**config.mk**
```make
export PLATFORM = sky130hd
export DESIGN_NAME = seq_divider
export DESIGN_NICKNAME = d
export VERILOG_FILES = /design/src/rtl/seq_divider.sv
export SDC_FILE = /design/constraint.sdc
export NUM_CORES = 1
export LEC_CHECK = 0
export ABC_AREA = 1
export BUFFER_PORTS_ARGS = -buffer_cell sky130_fd_sc_hd__buf_2
export CAP_MARGIN = 5
export CORE_AREA = 2 2 52 102
export CTS_CLUSTER_DIAMETER = 80
export CTS_CLUSTER_SIZE = 20
export DETAILED_ROUTE_END_ITERATION = 7
export DIE_AREA = 0 0 54 104
export PLACE_DENSITY = 0.58
export SYNTH_ARGS = -nofsm -noshare
export SYNTH_HDL_FRONTEND = slang
export SYNTH_SLANG_ARGS = --single-unit
```
**constraint.sdc**
```tcl
create_clock -name clock -period 2.1 [get_ports clock]
set_clock_uncertainty 0.1 [all_clocks]
set_input_delay 0.21 -clock clock [delete_from_list [all_inputs] [get_ports clock]]
set_output_delay 0.21 -clock clock [all_outputs]
set_load 0.01 [all_outputs]
```
**src/rtl/seq_divider.sv**
```systemverilog
// -----------------------------------------------------------------------------
// seq_divider
//   Multi-cycle restoring shift-subtract divider: q = x / y, r = x mod y.
//   One quotient bit is produced per clock, MSB first, so a division takes
//   N cycles in CALC followed by a single DONE cycle.  Divide-by-zero is
//   detected at acceptance and skips CALC entirely.
//
// Optional build macro:
//   SEQ_DIVIDER_SIGNED_EN - two's complement operands and results. The core
//   divides magnitudes; signs are restored on the edge that enters DONE.
//   Left undefined, the block is purely unsigned with no sign logic.
//
// Ports:
//   clock  in   rising-edge system clock
//   reset  in   asynchronous, active-high reset
//   start  in   request pulse, sampled only in IDLE
//   x      in   [N-1:0] dividend, captured on accepted start
//   y      in   [N-1:0] divisor, captured on accepted start
//   q      out  [N-1:0] quotient, valid from done onward
//   r      out  [N-1:0] remainder, valid from done onward
//   busy   out  high while in CALC
//   done   out  one-cycle pulse when q/r/dbz are written
//   dbz    out  divide-by-zero flag for the current result
//
// N must be at least 2.
// -----------------------------------------------------------------------------
module seq_divider #(
  parameter int N = 6
) (
  input  logic         clock,
  input  logic         reset,
  input  logic         start,
  input  logic [N-1:0] x,
  input  logic [N-1:0] y,
  output logic [N-1:0] q,
  output logic [N-1:0] r,
  output logic         busy,
  output logic         done,
  output logic         dbz
);

  localparam int CW = (N > 1) ? $clog2(N) : 1;
  localparam logic [CW-1:0] COUNT_INIT = CW'(N - 1);
  localparam logic [CW-1:0] COUNT_ONE  = CW'(1);
  localparam logic [CW-1:0] COUNT_ZERO = {CW{1'b0}};

  typedef enum logic [1:0] {
    IDLE = 2'd0,
    CALC = 2'd1,
    DONE = 2'd2
  } state_t;

  state_t          state_r;
  state_t          state_s;

  logic [CW-1:0]   count_r;
  logic [N:0]      p_r;        // partial remainder, one guard bit
  logic [N-1:0]    a_r;        // dividend bits shift out, quotient bits shift in
  logic [N-1:0]    b_r;        // captured divisor magnitude

  logic [N-1:0]    q_r;
  logic [N-1:0]    r_r;
  logic            busy_r;
  logic            done_r;
  logic            dbz_r;

  logic            y_zero_s;
  logic            last_s;
  logic [N:0]      shifted_s;
  logic [N+1:0]    diff_s;
  logic [N:0]      p_next_s;
  logic [N-1:0]    a_next_s;
  logic [N-1:0]    x_mag_s;
  logic [N-1:0]    y_mag_s;
  logic [N-1:0]    q_res_s;
  logic [N-1:0]    r_res_s;

`ifdef SEQ_DIVIDER_SIGNED_EN
  logic            x_neg_r;
  logic            y_neg_r;
`endif

  assign q    = q_r;
  assign r    = r_r;
  assign busy = busy_r;
  assign done = done_r;
  assign dbz  = dbz_r;

  assign y_zero_s = (y == {N{1'b0}});
  assign last_s   = (count_r == COUNT_ZERO);

  // One restoring step: shift in the next dividend bit, trial-subtract the divisor.
  always_comb begin
    shifted_s = {p_r[N-1:0], a_r[N-1]};
    // Extra MSB of the difference acts as the borrow: set means the trial went negative.
    diff_s    = {1'b0, shifted_s} - {2'b00, b_r};
    if (diff_s[N+1]) begin
      p_next_s = shifted_s;
    end else begin
      p_next_s = diff_s[N:0];
    end
    a_next_s  = {a_r[N-2:0], ~diff_s[N+1]};
  end

  // Operand magnitudes at capture and sign restoration of the final result.
  always_comb begin
    x_mag_s = x;
    y_mag_s = y;
    q_res_s = a_next_s;
    r_res_s = p_next_s[N-1:0];
`ifdef SEQ_DIVIDER_SIGNED_EN
    if (x[N-1]) begin
      x_mag_s = {N{1'b0}} - x;
    end else begin
      x_mag_s = x;
    end
    if (y[N-1]) begin
      y_mag_s = {N{1'b0}} - y;
    end else begin
      y_mag_s = y;
    end
    // Most-negative / -1 yields magnitude 2^(N-1), which wraps back to most-negative.
    if (x_neg_r ^ y_neg_r) begin
      q_res_s = {N{1'b0}} - a_next_s;
    end else begin
      q_res_s = a_next_s;
    end
    if (x_neg_r) begin
      r_res_s = {N{1'b0}} - p_next_s[N-1:0];
    end else begin
      r_res_s = p_next_s[N-1:0];
    end
`endif
  end

  // Next-state logic for the IDLE/CALC/DONE sequencer.
  always_comb begin
    state_s = state_r;
    case (state_r)
      IDLE: begin
        if (start) begin
          if (y_zero_s) begin
            state_s = DONE;
          end else begin
            state_s = CALC;
          end
        end else begin
          state_s = IDLE;
        end
      end
      CALC: begin
        if (last_s) begin
          state_s = DONE;
        end else begin
          state_s = CALC;
        end
      end
      DONE:    state_s = IDLE;
      default: state_s = IDLE;
    endcase
  end

  // State register.
  always_ff @(posedge clock or posedge reset) begin
    if (reset) begin
      state_r <= IDLE;
    end else begin
      state_r <= state_s;
    end
  end

  // Status flags registered from the next state so they line up with CALC/DONE.
  always_ff @(posedge clock or posedge reset) begin
    if (reset) begin
      busy_r <= 1'b0;
      done_r <= 1'b0;
    end else begin
      busy_r <= (state_s == CALC);
      done_r <= (state_s == DONE);
    end
  end

  // Datapath: operand capture, iteration and result write on DONE entry.
  always_ff @(posedge clock or posedge reset) begin
    if (reset) begin
      p_r     <= {(N+1){1'b0}};
      a_r     <= {N{1'b0}};
      b_r     <= {N{1'b0}};
      count_r <= COUNT_ZERO;
      q_r     <= {N{1'b0}};
      r_r     <= {N{1'b0}};
      dbz_r   <= 1'b0;
`ifdef SEQ_DIVIDER_SIGNED_EN
      x_neg_r <= 1'b0;
      y_neg_r <= 1'b0;
`endif
    end else begin
      case (state_r)
        IDLE: begin
          if (start) begin
            if (y_zero_s) begin
              q_r   <= {N{1'b1}};
              r_r   <= x;
              dbz_r <= 1'b1;
            end else begin
              a_r     <= x_mag_s;
              b_r     <= y_mag_s;
              p_r     <= {(N+1){1'b0}};
              count_r <= COUNT_INIT;
`ifdef SEQ_DIVIDER_SIGNED_EN
              x_neg_r <= x[N-1];
              y_neg_r <= y[N-1];
`endif
            end
          end
        end
        CALC: begin
          p_r     <= p_next_s;
          a_r     <= a_next_s;
          count_r <= count_r - COUNT_ONE;
          if (last_s) begin
            q_r   <= q_res_s;
            r_r   <= r_res_s;
            dbz_r <= 1'b0;
          end
        end
        default: begin
        end
      endcase
    end
  end

endmodule

```
==> results of run 1 <==
==> final cells by class <==
class | instances | area (sq um) | share of cell area, %
Sequential cell | 38 | 950.9 | 40.36
Multi-Input combinational cell | 164 | 922.1 | 39.14
Timing Repair Buffer | 34 | 185.2 | 7.860
Inverter | 36 | 135.1 | 5.736
Clock buffer | 7 | 86.33 | 3.664
Tap cell | 57 | 71.32 | 3.027
Clock inverter | 1 | 5.005 | 0.2124
==> cells by family (layout without fill, tap and decap cells) <==
family	count (synthesis)	in the layout	synth area share, %
AOI/OAI and AO/OA	24	24	7.565
xor gates and xnor gates	2	2	0.8612
adders and majority gates	9	9	5.904
buffers and inverters	42	78	8.548
DFF	38	38	46.74
muxes	1	1	0.5535
and+or+nand+nor	128	128	29.83
==> how the worst min path moves through the flow <==
| stage | start | end |
|---|---|---|
| CTS | y[0] | b_r[0] |
| global route | y[0] | b_r[0] |
| global placement | reset | done |
| floorplan | y[0] | b_r[0] |
| detailed placement | reset | q[1] |
| finish | y[0] | b_r[0] |
==> state kept, by name, summed over array words and instances (netlist names) <==
name	count
a_r	6
b_r	6
p_r	6
q	6
r	6
count_r	3
state_r	2
busy	1
dbz	1
done	1
==> timing repair <==
action | CTS | global route
resized for setup | 0 | 1
hold buffers | 1 | 0
endpoints found under the hold margin | 38 | 0
endpoints found under the setup margin | 0 | 1
==> worst register-to-register path, cell delays in order, from the launching register on <==
cell     delay [ps]
dfrtp_1         430
inv_1            70
ha_1            140
inv_1            80
fa_1            410
nand3_1          90
nand2_1          80
xor2_1          150
nand2_1         110
nand3_2          80
nand2_1          80
inv_1            40
==> power groups by stage <==
stage | registers, uW | logic (uW) | clock network, uW
floorplan | 1360 | 1520 | 0
global placement | 1340 | 2090 | 0
detailed placement | 1350 | 2120 | 0
CTS | 1330 | 2130 | 540
global route | 1370 | 2430 | 566
finish | 1330 | 2130 | 528
==> cells in the mapped netlist <==
cell type,instances
clkbuf_1,2
xor2_1,2
nand2_1,57
a21oi_2,1
nor2_4,1
o21ai_4,1
buf_4,2
a21oi_4,1
nor3_1,1
o22ai_1,1
buf_6,1
o21ai_1,1
buf_2,1
nor2_2,3
nand3_1,21
nor2_1,25
mux2_2,1
fa_1,1
a31oi_1,5
or2_1,4
or2_4,1
inv_2,6
nand4_1,1
ha_1,8
or2_0,2
nor2_8,1
nand3b_1,1
dfrtp_1,38
a21oi_1,6
nand2_4,1
nand3_2,3
nand2_2,6
o21ai_0,8
inv_1,30
==> metrics by stage <==
stage	instance area [sq um]	setup WS, ps
final	2356	158.1
after global placement	2242	172.4
after detailed placement	2242	170.0
after CTS	2344	136.5
after global routing	2356	42.10
after floorplan	2034	396.3
==> routing by layer <==
| layer | wire (um) | vias to the layer above |
|---|---|---|
| li1 | - | 832 |
| met3 | 109 | 12 |
| met5 | 0 | - |
| met4 | 150 | 0 |
| met2 | 2682 | 26 |
| met1 | 1730 | 758 |
==> flow_metrics.tcl, run 1 <==
set metrics [dict create \
    r2r-start "a_r[5]" \
    dp_hpwl_mm 3.608 \
    final_common_cell "nand2_1" \
    met3_usage_pct 2.874 \
    grt_max_degree 39 \
    cts_setup_buffers 0 \
    cp_data_required_time_ps 2190 \
    min_period_ps 1942 \
    cts.root.buffer_cell "clkbuf_8" \
    rsz0062_at_grt "false" \
    die_x_um 54 \
    relSlewSlack_pct 66.61 \
    diodes 0 \
    cp-endpoint "r[4]" \
    synth_fp_nets 268 \
    seqPwrFrac_pct 33.4 \
    syn_area_per_cell_sq_um 8.338 \
    yosysUniqueCellTypes 34 \
    fin_cells 337 \
    worstSetupPathType "register to register" \
    grtUsageMet2_pct 34.15 \
    drc_errors 0 \
    cts_buffers 5 \
    grt_pass1_wl_mm 7.665 \
    end_kind "register" \
    fin_util_pct 48.43 \
    timing.rr.end "r[4]" \
    peakVddDrop_mv 0.6492 \
    clk_pin_slew_worst_paths_ps 80 \
    start_util_pct 41.82 \
    clockPowerShare_pct 13.2 \
    cp.depth 11 \
    maxCapViolCount 0 \
    synthTopCellsByArea "dfrtp_1, nand2_1, inv_1" \
    cts_tree "yes" \
    final_cell_mix "nand2_1, dfrtp_1, inv_1" \
    areaGrowthSynthToFinish_pct 15.81 \
    r2r_slack_ps 160 \
    tns_ps 0 \
    gp_congestion 0.8373 \
    ios 30 \
    yosysTopAreaCell "dfrtp_1" \
    via_per_inst 4.831 \
    status "complete, no violations" \
    hold_ws_ps 61.92 \
    die_y_um 104 \
    io_buffers 29 \
    drt-wirelength-per-cell_um 13.86 \
    period_share_pct 92.47 \
    pwr-share-comb_pct 53.4 \
    slew_viol_final 0 \
    total_power_uw 3988 \
    cp_num_buf_inv 3 \
    worst-path-max-fanout 3 \
    fill_cells 504 \
    synth_top_area_share_pct 46.74 \
    ys_seq_area_share_pct 46.74 \
    antenna_found_initial 0 \
    yosys_register_bits 38 \
    tightest_slew_ps 500.8 \
    hold_viol 0 \
    place_inst 328 \
    reg2reg_depth 11 \
    drive_gt1_share_pct 23.93 \
    h-tree-depth 2 \
    final_antenna_net_count 0 \
    worstSetupStartpoint "a_r[5]" \
    hp-class "primary input to register" \
    clk_path_buf_depth 2 \
    gr-max-usage-layer "met2" \
    switching_share_pct 45.61 \
    arrival_ps 2030 \
    slowest_delay_ps 430 \
    netlist_area_sq_um 2034 \
    p_switching_uw 1819 \
    dr.first_iter.drc_count 32 \
    fp.dieArea_sq_um 5616 \
    crit_slowest_cell "dfrtp_1" \
    vias 1628 \
    power.leakage_uw 0.001270 \
    p_per_area_nw_per_um2 1693 \
    gr-total-overflow 0 \
    rows 36 \
    coreArea_sq_um 4865 \
    track_usage_pct 18.67 \
    critPathLaunchType "register" \
    grt_pass1_vias 1705 \
    clkLatencyLatePin_ps 290 \
    yosys_warnings 0 \
    grtUsageMet1_pct 19.02 \
    drtPass1Iterations 4 \
    max_freq_mhz 515.0 \
    crit_family "adder cells" \
    hold_path_depth 2 \
    clkSinkCount 38 \
    setup-violations-final 0 \
    nets 303 \
    wl_mm 4.672 \
    p_int_uw 2169 \
    crit_path_cell_trace "inv_1, ha_1, inv_1, fa_1, nand3_1, nand2_1, xor2_1, nand2_1, nand3_2, nand2_1, inv_1" \
    netlist_instances 244 \
]
(Power assumes the default switching activity.)
==> run 2: changes to the inputs <==
Settings changed: CORE_AREA 2 2 52 102 to 2 2 47 92, DIE_AREA 0 0 54 104 to 0 0 49 94, PLACE_DENSITY 0.58 to 0.7.
==> run 2 against run 1 <==
Against the previous run:
- combinational power hardly changed
- routed wire length shrank 6.8%
- cell count is 1.5% lower
- hold slack better by 8.2 ps
- utilization increased by 12 points
- power up 1.4%
- critical path depth is 1 higher
- clock power increased by 14%
- die area shrank 18%
- global-route usage rose by 2.6 points
- non-clock buffer count is 1 higher
- maximum frequency increased by 2.1%
- highest routed layer unchanged
==> flow_metrics.tcl, run 2 (synthesis results as in run 1) <==
set metrics [dict create \
    end_kind "register" \
    wl_mm 4.356 \
    final.setup.worst_slack_ps 197.7 \
    tightest_slew_ps 485.0 \
    dr.first_iter.drc_count 55 \
    worst-path-max-fanout 7 \
    p_per_area_nw_per_um2 1714 \
    clk_path_buf_depth 2 \
    grt_max_degree 39 \
    clkSinkCount 38 \
    die_y_um 94 \
    via_per_inst 4.880 \
    timing.rr.end "r[0]" \
    place_ws_ps 227.1 \
    setup-violations-final 0 \
    io_buffers 29 \
    tns_ps 0 \
    peakVddDrop_mv 0.9007 \
    cts_hold_buf 1 \
    fp.dieArea_sq_um 4606 \
    arrival_ps 2030 \
    coreArea_sq_um 3884 \
    grt_pass1_wl_mm 7.348 \
    diodes 0 \
    dp_hpwl_mm 3.337 \
    gp_congestion 0.9142 \
    slew_viol_final 0 \
    gr-total-overflow 0 \
    reg2reg_depth 12 \
    track_usage_pct 21.31 \
    cts_buffers 5 \
    crit_slowest_cell "dfrtp_1" \
    maxCapViolCount 0 \
    die_x_um 49 \
    final_cell_mix "nand2_1, dfrtp_1, inv_1" \
    vias 1620 \
    whs_endpoint "b_r[0]" \
    nets 304 \
    relSlewSlack_pct 67.67 \
    cts_resized 0 \
    r2r_slack_ps 200 \
    start_util_pct 52.38 \
    cts.root.buffer_cell "clkbuf_8" \
    hold_path_depth 2 \
    drive_gt1_share_pct 23.49 \
    final_antenna_net_count 0 \
    final_common_cell "nand2_1" \
    cp_num_buf_inv 2 \
    hold_viol 0 \
    grt_pass1_vias 1609 \
    clk_pin_slew_worst_paths_ps 70 \
    min_period_ps 1902 \
    rows 32 \
    clkLatencyLatePin_ps 280 \
    critPathLaunchType "register" \
    antenna_found_initial 0 \
    drt-wirelength-per-cell_um 13.12 \
    rsz0062_at_grt "false" \
    cp_data_required_time_ps 2230 \
    fill_cells 359 \
    drc_errors 0 \
    cts_tree "yes" \
    crit_path_frequent_cell "nand2_1" \
    ios 30 \
    cts_setup_buffers 0 \
    period_share_pct 90.58 \
    r2r-start "p_r[1]" \
    max_freq_mhz 525.7 \
    drtPass1Iterations 4 \
    slowest_delay_ps 430 \
    crit_family "simple AND/OR/NAND/NOR gates" \
    status "complete, no violations" \
    power.leakage_uw 0.001280 \
    hp-class "primary input to register" \
    worstSetupPathType "register to register" \
    hp-start "y[0]" \
    h-tree-depth 2 \
    areaGrowthSynthToFinish_pct 15.93 \
    crit_path_cell_trace "ha_1, nand2_1, nand2_1, inv_2, nand2_1, nand2_1, nand2_4, nor2_8, nand2_2, nand3_1, nand2_1, inv_1" \
]
run 2: how the worst max path moves through the flow:
| stage | from | to | slack [ps] | cells past startpoint |
|---|---|---|---|---|
| after floorplan | p_r[1] | r[4] | 400 | 12 |
| after global placement | p_r[1] | r[5] | 240 | 12 |
| after detailed placement | a_r[5] | r[4] | 230 | 11 |
| after CTS | p_r[1] | r[5] | 210 | 12 |
| after global routing | a_r[5] | r[4] | 30 | 11 |
| final | p_r[1] | r[0] | 200 | 12 |
run 2: per-layer routing:
metal  share of wire (%)  GRT usage (%)  up-vias
met5                   0              0        -
li1                    -              -      828
met4                 3.0          10.71        0
met3                 2.7          3.185       14
met1                  38          21.28      750
met2                  56          41.32       28
run 2: area by class of cell:
| class | instances | area (sq um) | area share [%] |
|---|---|---|---|
| repair buffers | 35 | 192.7 | 8.170 |
| flip-flops and latches | 38 | 950.9 | 40.32 |
| multi-input cells | 164 | 909.6 | 38.57 |
| inverters | 36 | 135.1 | 5.729 |
| clock buffers | 7 | 76.32 | 3.236 |
| well taps | 51 | 63.81 | 2.706 |
| clock inverters | 1 | 30.03 | 1.273 |
run 2: where the power goes:
part	switching, uW	leakage, uW	internal, uW	total [uW]
Combinational	1310	0.000777	803	2110
Sequential	229	0.000451	1100	1330
Clock	247	0.0000524	355	603
Total	1790	0.00128	2260	4040
run 2: metrics by stage:
stage | utilization, % | area (sq um) | cells | hold WS, ps | total power (uW)
floorplan | - | 2034 | 244 | 260.5 | 2877
global placement | 57.73 | 2242 | 323 | 247.8 | 3415
detailed placement | 57.73 | 2242 | 323 | 249.2 | 3452
CTS | 60.73 | 2359 | 332 | 67.37 | 4069
global route | 60.73 | 2359 | 332 | 83.32 | 4406
finish | 60.73 | 2359 | 332 | 70.07 | 4043
